## src/rtl/spi_slave_rx.sv

```systemverilog
// SPI receive side: oversamples sclk/cs/mosi on clk, deserialises LSB-first DW-bit words
// and buffers them in a FIFO with a registered valid/ready head.
// Optional feature: define SPI_RX_FRAME_ERR_EN to add the frame_err pulse output.
module spi_slave_rx #(
    parameter int unsigned DW          = 12,
    parameter int unsigned FIFO_DEPTH  = 4,
    parameter int unsigned SYNC_STAGES = 2,
    parameter int unsigned LEAD_IN     = 1
) (
    input  logic                          clk,
    input  logic                          rst,
    input  logic                          sclk,
    input  logic                          cs,
    input  logic                          mosi,
    output logic [DW-1:0]                 dout,
    output logic                          dout_valid,
    input  logic                          dout_ready,
    output logic [$clog2(FIFO_DEPTH):0]   fifo_count,
`ifdef SPI_RX_FRAME_ERR_EN
    output logic                          frame_err,
`endif
    output logic                          overflow
);

    localparam int unsigned AW  = $clog2(FIFO_DEPTH);
    localparam int unsigned BCW = $clog2(DW);
    localparam int unsigned LCW = $clog2(LEAD_IN + 2);

    typedef enum logic [1:0] {StIdle, StLead, StShift, StWaitCs} state_e;

    state_e                 state_q, state_d;
    logic [SYNC_STAGES-1:0] sclk_sync_q, sclk_sync_d;
    logic [SYNC_STAGES-1:0] cs_sync_q, cs_sync_d;
    logic [SYNC_STAGES-1:0] mosi_sync_q, mosi_sync_d;
    logic [SYNC_STAGES-1:0] primed_q, primed_d;
    logic                   sclk_prev_q, sclk_prev_d;
    logic                   armed_q, armed_d;
    logic [LCW-1:0]         lead_cnt_q, lead_cnt_d;
    logic [BCW-1:0]         bit_cnt_q, bit_cnt_d;
    logic [DW-1:0]          shreg_q, shreg_d;
    logic                   push_q, push_d;
    logic [DW-1:0]          push_data_q, push_data_d;
    logic [DW-1:0]          mem_q [FIFO_DEPTH];
    logic [AW-1:0]          wr_ptr_q, wr_ptr_d, rd_ptr_q, rd_ptr_d;
    logic [AW:0]            count_q, count_d;
    logic [DW-1:0]          dout_q, dout_d;
    logic                   dout_valid_q, dout_valid_d;
    logic                   overflow_q, overflow_d;

    logic sclk_s, cs_s, mosi_s, fall, primed, last_bit;
    logic start_frame, lead_tick, shift_en, push;
    logic pop, full, wr_en;
    logic [DW-1:0] head;

    assign sclk_s   = sclk_sync_q[SYNC_STAGES-1];
    assign cs_s     = cs_sync_q[SYNC_STAGES-1];
    assign mosi_s   = mosi_sync_q[SYNC_STAGES-1];
    assign primed   = primed_q[SYNC_STAGES-1];
    assign fall     = sclk_prev_q & ~sclk_s;
    assign last_bit = (bit_cnt_q == BCW'(DW - 1));

    // State register
    always_ff @(posedge clk or posedge rst) begin
        if (rst) state_q <= StIdle;
        else     state_q <= state_d;
    end

    // Next-state logic; a raised cs always abandons the frame
    always_comb begin
        state_d = state_q;
        unique case (state_q)
            StIdle:   if (armed_q && !cs_s) state_d = (LEAD_IN > 0) ? StLead : StShift;
            StLead:   if (cs_s) state_d = StIdle;
                      else if (fall && lead_cnt_q == LCW'(LEAD_IN - 1)) state_d = StShift;
            StShift:  if (cs_s) state_d = StIdle;
                      else if (fall && last_bit) state_d = StWaitCs;
            StWaitCs: if (cs_s) state_d = StIdle;
            default:  state_d = StIdle;
        endcase
    end

    // FSM outputs: strobes driving the counters, shifter and push
    always_comb begin
        start_frame = (state_q == StIdle) && armed_q && !cs_s;
        lead_tick   = (state_q == StLead) && !cs_s && fall;
        shift_en    = (state_q == StShift) && !cs_s && fall;
        push        = shift_en && last_bit;
    end

    // Synchronisers, edge history and frame datapath next-state
    always_comb begin
        sclk_sync_d = {sclk_sync_q[SYNC_STAGES-2:0], sclk};
        cs_sync_d   = {cs_sync_q[SYNC_STAGES-2:0], cs};
        mosi_sync_d = {mosi_sync_q[SYNC_STAGES-2:0], mosi};
        primed_d    = {primed_q[SYNC_STAGES-2:0], 1'b1};
        sclk_prev_d = sclk_s;
        // Only a cs high seen after the chains hold real samples arms a new frame
        armed_d     = (state_d == StIdle) && (armed_q || (primed && cs_s));
        lead_cnt_d  = lead_cnt_q;
        bit_cnt_d   = bit_cnt_q;
        shreg_d     = shreg_q;
        if (start_frame) begin
            lead_cnt_d = '0;
            bit_cnt_d  = '0;
            shreg_d    = '0;
        end
        if (lead_tick) lead_cnt_d = lead_cnt_q + LCW'(1);
        if (shift_en) begin
            shreg_d[bit_cnt_q] = mosi_s;
            bit_cnt_d          = bit_cnt_q + BCW'(1);
        end
        push_d      = push;
        push_data_d = shreg_d;
    end

    // FIFO next-state; the head register bypasses a write landing in the new head slot
    always_comb begin
        pop          = dout_valid_q & dout_ready;
        full         = (count_q == (AW + 1)'(FIFO_DEPTH));
        wr_en        = push_q && (!full || pop);
        overflow_d   = push_q && full && !pop;
        wr_ptr_d     = wr_ptr_q + AW'(wr_en);
        rd_ptr_d     = rd_ptr_q + AW'(pop);
        count_d      = count_q + (AW + 1)'(wr_en) - (AW + 1)'(pop);
        head         = (wr_en && wr_ptr_q == rd_ptr_d) ? push_data_q : mem_q[rd_ptr_d];
        dout_valid_d = (count_d != '0);
        dout_d       = dout_valid_d ? head : dout_q;
    end

    // Datapath and FIFO control registers
    always_ff @(posedge clk or posedge rst) begin
        if (rst) begin
            sclk_sync_q  <= '0;
            cs_sync_q    <= '1;
            mosi_sync_q  <= '0;
            primed_q     <= '0;
            sclk_prev_q  <= 1'b0;
            armed_q      <= 1'b0;
            lead_cnt_q   <= '0;
            bit_cnt_q    <= '0;
            shreg_q      <= '0;
            push_q       <= 1'b0;
            push_data_q  <= '0;
            wr_ptr_q     <= '0;
            rd_ptr_q     <= '0;
            count_q      <= '0;
            dout_q       <= '0;
            dout_valid_q <= 1'b0;
            overflow_q   <= 1'b0;
        end else begin
            sclk_sync_q  <= sclk_sync_d;
            cs_sync_q    <= cs_sync_d;
            mosi_sync_q  <= mosi_sync_d;
            primed_q     <= primed_d;
            sclk_prev_q  <= sclk_prev_d;
            armed_q      <= armed_d;
            lead_cnt_q   <= lead_cnt_d;
            bit_cnt_q    <= bit_cnt_d;
            shreg_q      <= shreg_d;
            push_q       <= push_d;
            push_data_q  <= push_data_d;
            wr_ptr_q     <= wr_ptr_d;
            rd_ptr_q     <= rd_ptr_d;
            count_q      <= count_d;
            dout_q       <= dout_d;
            dout_valid_q <= dout_valid_d;
            overflow_q   <= overflow_d;
        end
    end

    // FIFO storage, unreset: occupancy is tracked by the pointers
    always_ff @(posedge clk) begin
        if (wr_en) mem_q[wr_ptr_q] <= push_data_q;
    end

`ifdef SPI_RX_FRAME_ERR_EN
    logic frame_err_q, frame_err_d;

    // Abort with a short frame, or a surplus sclk fall after a complete word
    always_comb begin
        frame_err_d = (cs_s && (state_q == StLead || state_q == StShift)) ||
                      (state_q == StWaitCs && !cs_s && fall);
    end

    // Frame error pulse register
    always_ff @(posedge clk or posedge rst) begin
        if (rst) frame_err_q <= 1'b0;
        else     frame_err_q <= frame_err_d;
    end

    assign frame_err = frame_err_q;
`endif

    assign dout       = dout_q;
    assign dout_valid = dout_valid_q;
    assign fifo_count = count_q;
    assign overflow   = overflow_q;

endmodule

```

## config.mk

```make
export PLATFORM = sky130hd
export DESIGN_NAME = spi_slave_rx
export DESIGN_NICKNAME = d
export VERILOG_FILES = /design/src/rtl/spi_slave_rx.sv
export SDC_FILE = /design/constraint.sdc
export NUM_CORES = 1
export LEC_CHECK = 0
export CELL_PAD_IN_SITES_DETAIL_PLACEMENT = 0
export CELL_PAD_IN_SITES_GLOBAL_PLACEMENT = 2
export CORE_ASPECT_RATIO = 1.5
export CORE_MARGIN = 2
export CORE_UTILIZATION = 40
export CTS_CLUSTER_DIAMETER = 80
export DETAILED_ROUTE_END_ITERATION = 8
export DONT_BUFFER_PORTS = 1
export PLACE_DENSITY_LB_ADDON = 0.2
export SLEW_MARGIN = 40
export SYNTH_ARGS = -nofsm -noshare
export SYNTH_HDL_FRONTEND = slang
export SYNTH_SLANG_ARGS = --single-unit
```

## constraint.sdc

```tcl
create_clock -name clk -period 3 [get_ports clk]
set_input_delay 0.6 -clock clk [delete_from_list [all_inputs] [get_ports clk]]
set_output_delay 0.6 -clock clk [all_outputs]
set_load 0.005 [all_outputs]
```

==> impl_metrics.tcl <==
set metrics [dict create \
    worst_slack_ns 0.268 \
    p_leak_uw 0.00202 \
    cap_violations 0 \
    wl_per_cell_um 18.2 \
    finalPower_uw 4130 \
    min_period_over_period 0.911 \
    synth_fp_nets 330 \
    cp_max_fo 12 \
    cp_common_cell "ha_1" \
    start_util 0.413 \
    cts_resized 0 \
    ys_async_sr_fraction 0.520 \
    worstMarginPinSlew_ns 0.669 \
    clock_path_buffers 2 \
    drc_errors 0 \
    clkSlewWorstSetupHoldPaths_ns 0.06 \
    cp_cell_sequence "a211o_1 > o21ai_4 > ha_1 > inv_1 > ha_1 > fa_1 > xor3_1 > and2_4 > nor4b_4 > buf_12 > o2bb2ai_1" \
    cts_setup_buffers 0 \
    setup_viol 0 \
    hold_class "in2async" \
    grt_util_all_layers 0.159 \
    r2r-start "dout_valid" \
    rsz0062_at_grt "false" \
    clockRootBuffer "clkbuf_16" \
    cts_tree "yes" \
    powerDensity_mw_per_mm2 866 \
    drt_iter0_drc 68 \
    synth_edf_count 48 \
    drtPass1Iterations 4 \
    slew_viol_final 0 \
    post-place-ws_ns 0.0529 \
    grt_pass1_vias 2490 \
    finalSetupTns_ns 0 \
    fin_skew_ns 0.00845 \
    antennaDiodeCount 0 \
    cp-start-kind "flop" \
    yosys_register_bits 100 \
    finalNetCount 342 \
    multiInputGateArea_mm2 0.00132 \
    regArea_mm2 0.00275 \
    slew_headroom 0.550 \
    wl_um 8160 \
    grt_antenna_before_repair 0 \
    synthCells 314 \
    fmaxAchievable_ghz 0.366 \
    synth_flop_cell "dfrtp_1" \
    nFillCells 908 \
    syn_to_final_growth_pct 13.8 \
    rows 45 \
    status "complete, no violations" \
    io_buffer_count 0 \
    worstPathArrival_ns 2.99 \
    critPathBufInv 2 \
    avgViaCountPerCell 5.21 \
    core_area_mm2 0.0101 \
    h-tree-depth 3 \
    numCtsBuffers 9 \
    drive_gt1_frac 0.112 \
    critPathMaxStageDelay_ns 0.41 \
    clk_latency_ns 0.34 \
    hpwl_um 5630 \
    syn-cell-area_mm2 0.00419 \
    postCtsHoldBufs 0 \
    cpMaxStageDelayCell "dfrtp_1" \
    yosysWarnings 0 \
    die_w_um 87.5 \
    die_h_um 129 \
    grt_first_pass_wirelength_um 13400 \
    ant_nets 0 \
    gp_congestion 0.723 \
    fp.dieArea_mm2 0.0113 \
    period_minus_slack_ns 2.73 \
    final_hold_viol_count 0 \
    cts.sinks 100 \
    grt_overflow 0 \
    grt_max_degree 26 \
    ys_seq_area_frac 0.656 \
    required_ns 3.26 \
    crit_family "adder cells" \
    ir_drop_mv 0.292 \
    synth_cell_type_count 39 \
    cp-startpoint "dout_valid" \
    worst-setup-path-type "reg2reg" \
    ioPinCount 23 \
    syn-mean-instance-area_um2 13.3 \
    end_kind "flop" \
    vias 2333 \
]
## layout make-up
cell class,count,area share
Sequential cell,100,0.576
Multi-Input combinational cell,182,0.277
Clock buffer,15,0.0675
Tap cell,117,0.0307
Timing Repair Buffer,14,0.0273
Inverter,19,0.0150
Clock inverter,1,0.00630
## through the flow
step	utilization	hold slack (ns)	cell area (um^2)	cells
after floorplan	-	0.331	4200	314
after global placement	0.435	0.332	4410	432
after detailed placement	0.435	0.342	4410	432
after CTS	0.470	0.155	4760	448
after global routing	0.470	0.170	4770	448
final	0.470	0.150	4770	448
## final timing paths
path,endpoint,slack [ns],cells past startpoint
max in group asynchronous,cs_sync_q[0],2.19,2
min reg2reg,sclk_sync_q[1],0.35,0
max reg2reg,dout[11],0.27,11
min in group clk,cs_sync_q[0],0.26,0
max,dout[11],0.27,11
min,overflow,0.15,1
## registers in the layout, summed over array words and instances, names as in the netlist, 2 cells and up
register / count
mem_q: 48
state_q: 2
dout: 12
bit_cnt_q: 4
cs_sync_q: 2
primed_q: 2
fifo_count: 3
rd_ptr_q: 2
mosi_sync_q: 2
wr_ptr_q: 2
sclk_sync_q: 2
push_data_q: 12
lead_cnt_q: 2
## synthesized netlist by cell type, types with 3 or more instances
cell type | instances | area, um^2
dfrtp_1 | 50 | 1250
edfxtp_1 | 48 | 1440
mux2i_1 | 40 | 400
nor2_1 | 40 | 150
nand2_1 | 32 | 120
inv_1 | 19 | 71.3
a221oi_1 | 12 | 105
o2bb2ai_1 | 12 | 105
ha_1 | 9 | 113
buf_2 | 8 | 40.0
nor3_1 | 5 | 25.0
clkbuf_1 | 4 | 15.0
xnor2_1 | 3 | 26.3
## cells in the final DEF, fill, tap and decap left out, drive strengths merged, types with 2 or more instances in the layout
cell type / instances
o2111ai: 2
nor4b: 2
buf: 14
clkbuf: 15
xnor2: 3
dfstp: 2
nor2: 40
inv: 19
a221oi: 12
nand2: 32
edfxtp: 48
o2bb2ai: 12
o21ai: 2
dfrtp: 50
and3: 2
nor3: 5
nor2b: 2
nand2b: 2
mux2i: 40
ha: 9
nand4bb: 2
## routing by layer
layer,global-route usage,vias to the layer above,wire [um]
li1,-,1144,-
met1,0.193,1154,3610
met2,0.270,26,4200
met3,0.0382,9,210
met4,0.0606,0,140
met5,0,-,0
## power breakdown
part | switching, uW | internal [uW] | leakage, uW
combinational | 643 | 491 | 0.000755
clock | 479 | 822 | 0.000172
sequential | 118 | 1570 | 0.00110
## logic make-up after synthesis
group                    Yosys count  synth area share
flip-flops                       100             0.656
AND/OR/NAND/NOR                   93             0.103
multiplexers                      40            0.0956
AO/OA/AOI/OAI                     33            0.0657
buffers and inverters             32            0.0329
adder cells (fa/ha/maj)           10            0.0317
XOR/XNOR                           5            0.0140
other                              1          0.000896
(Power assumes the default switching activity.)
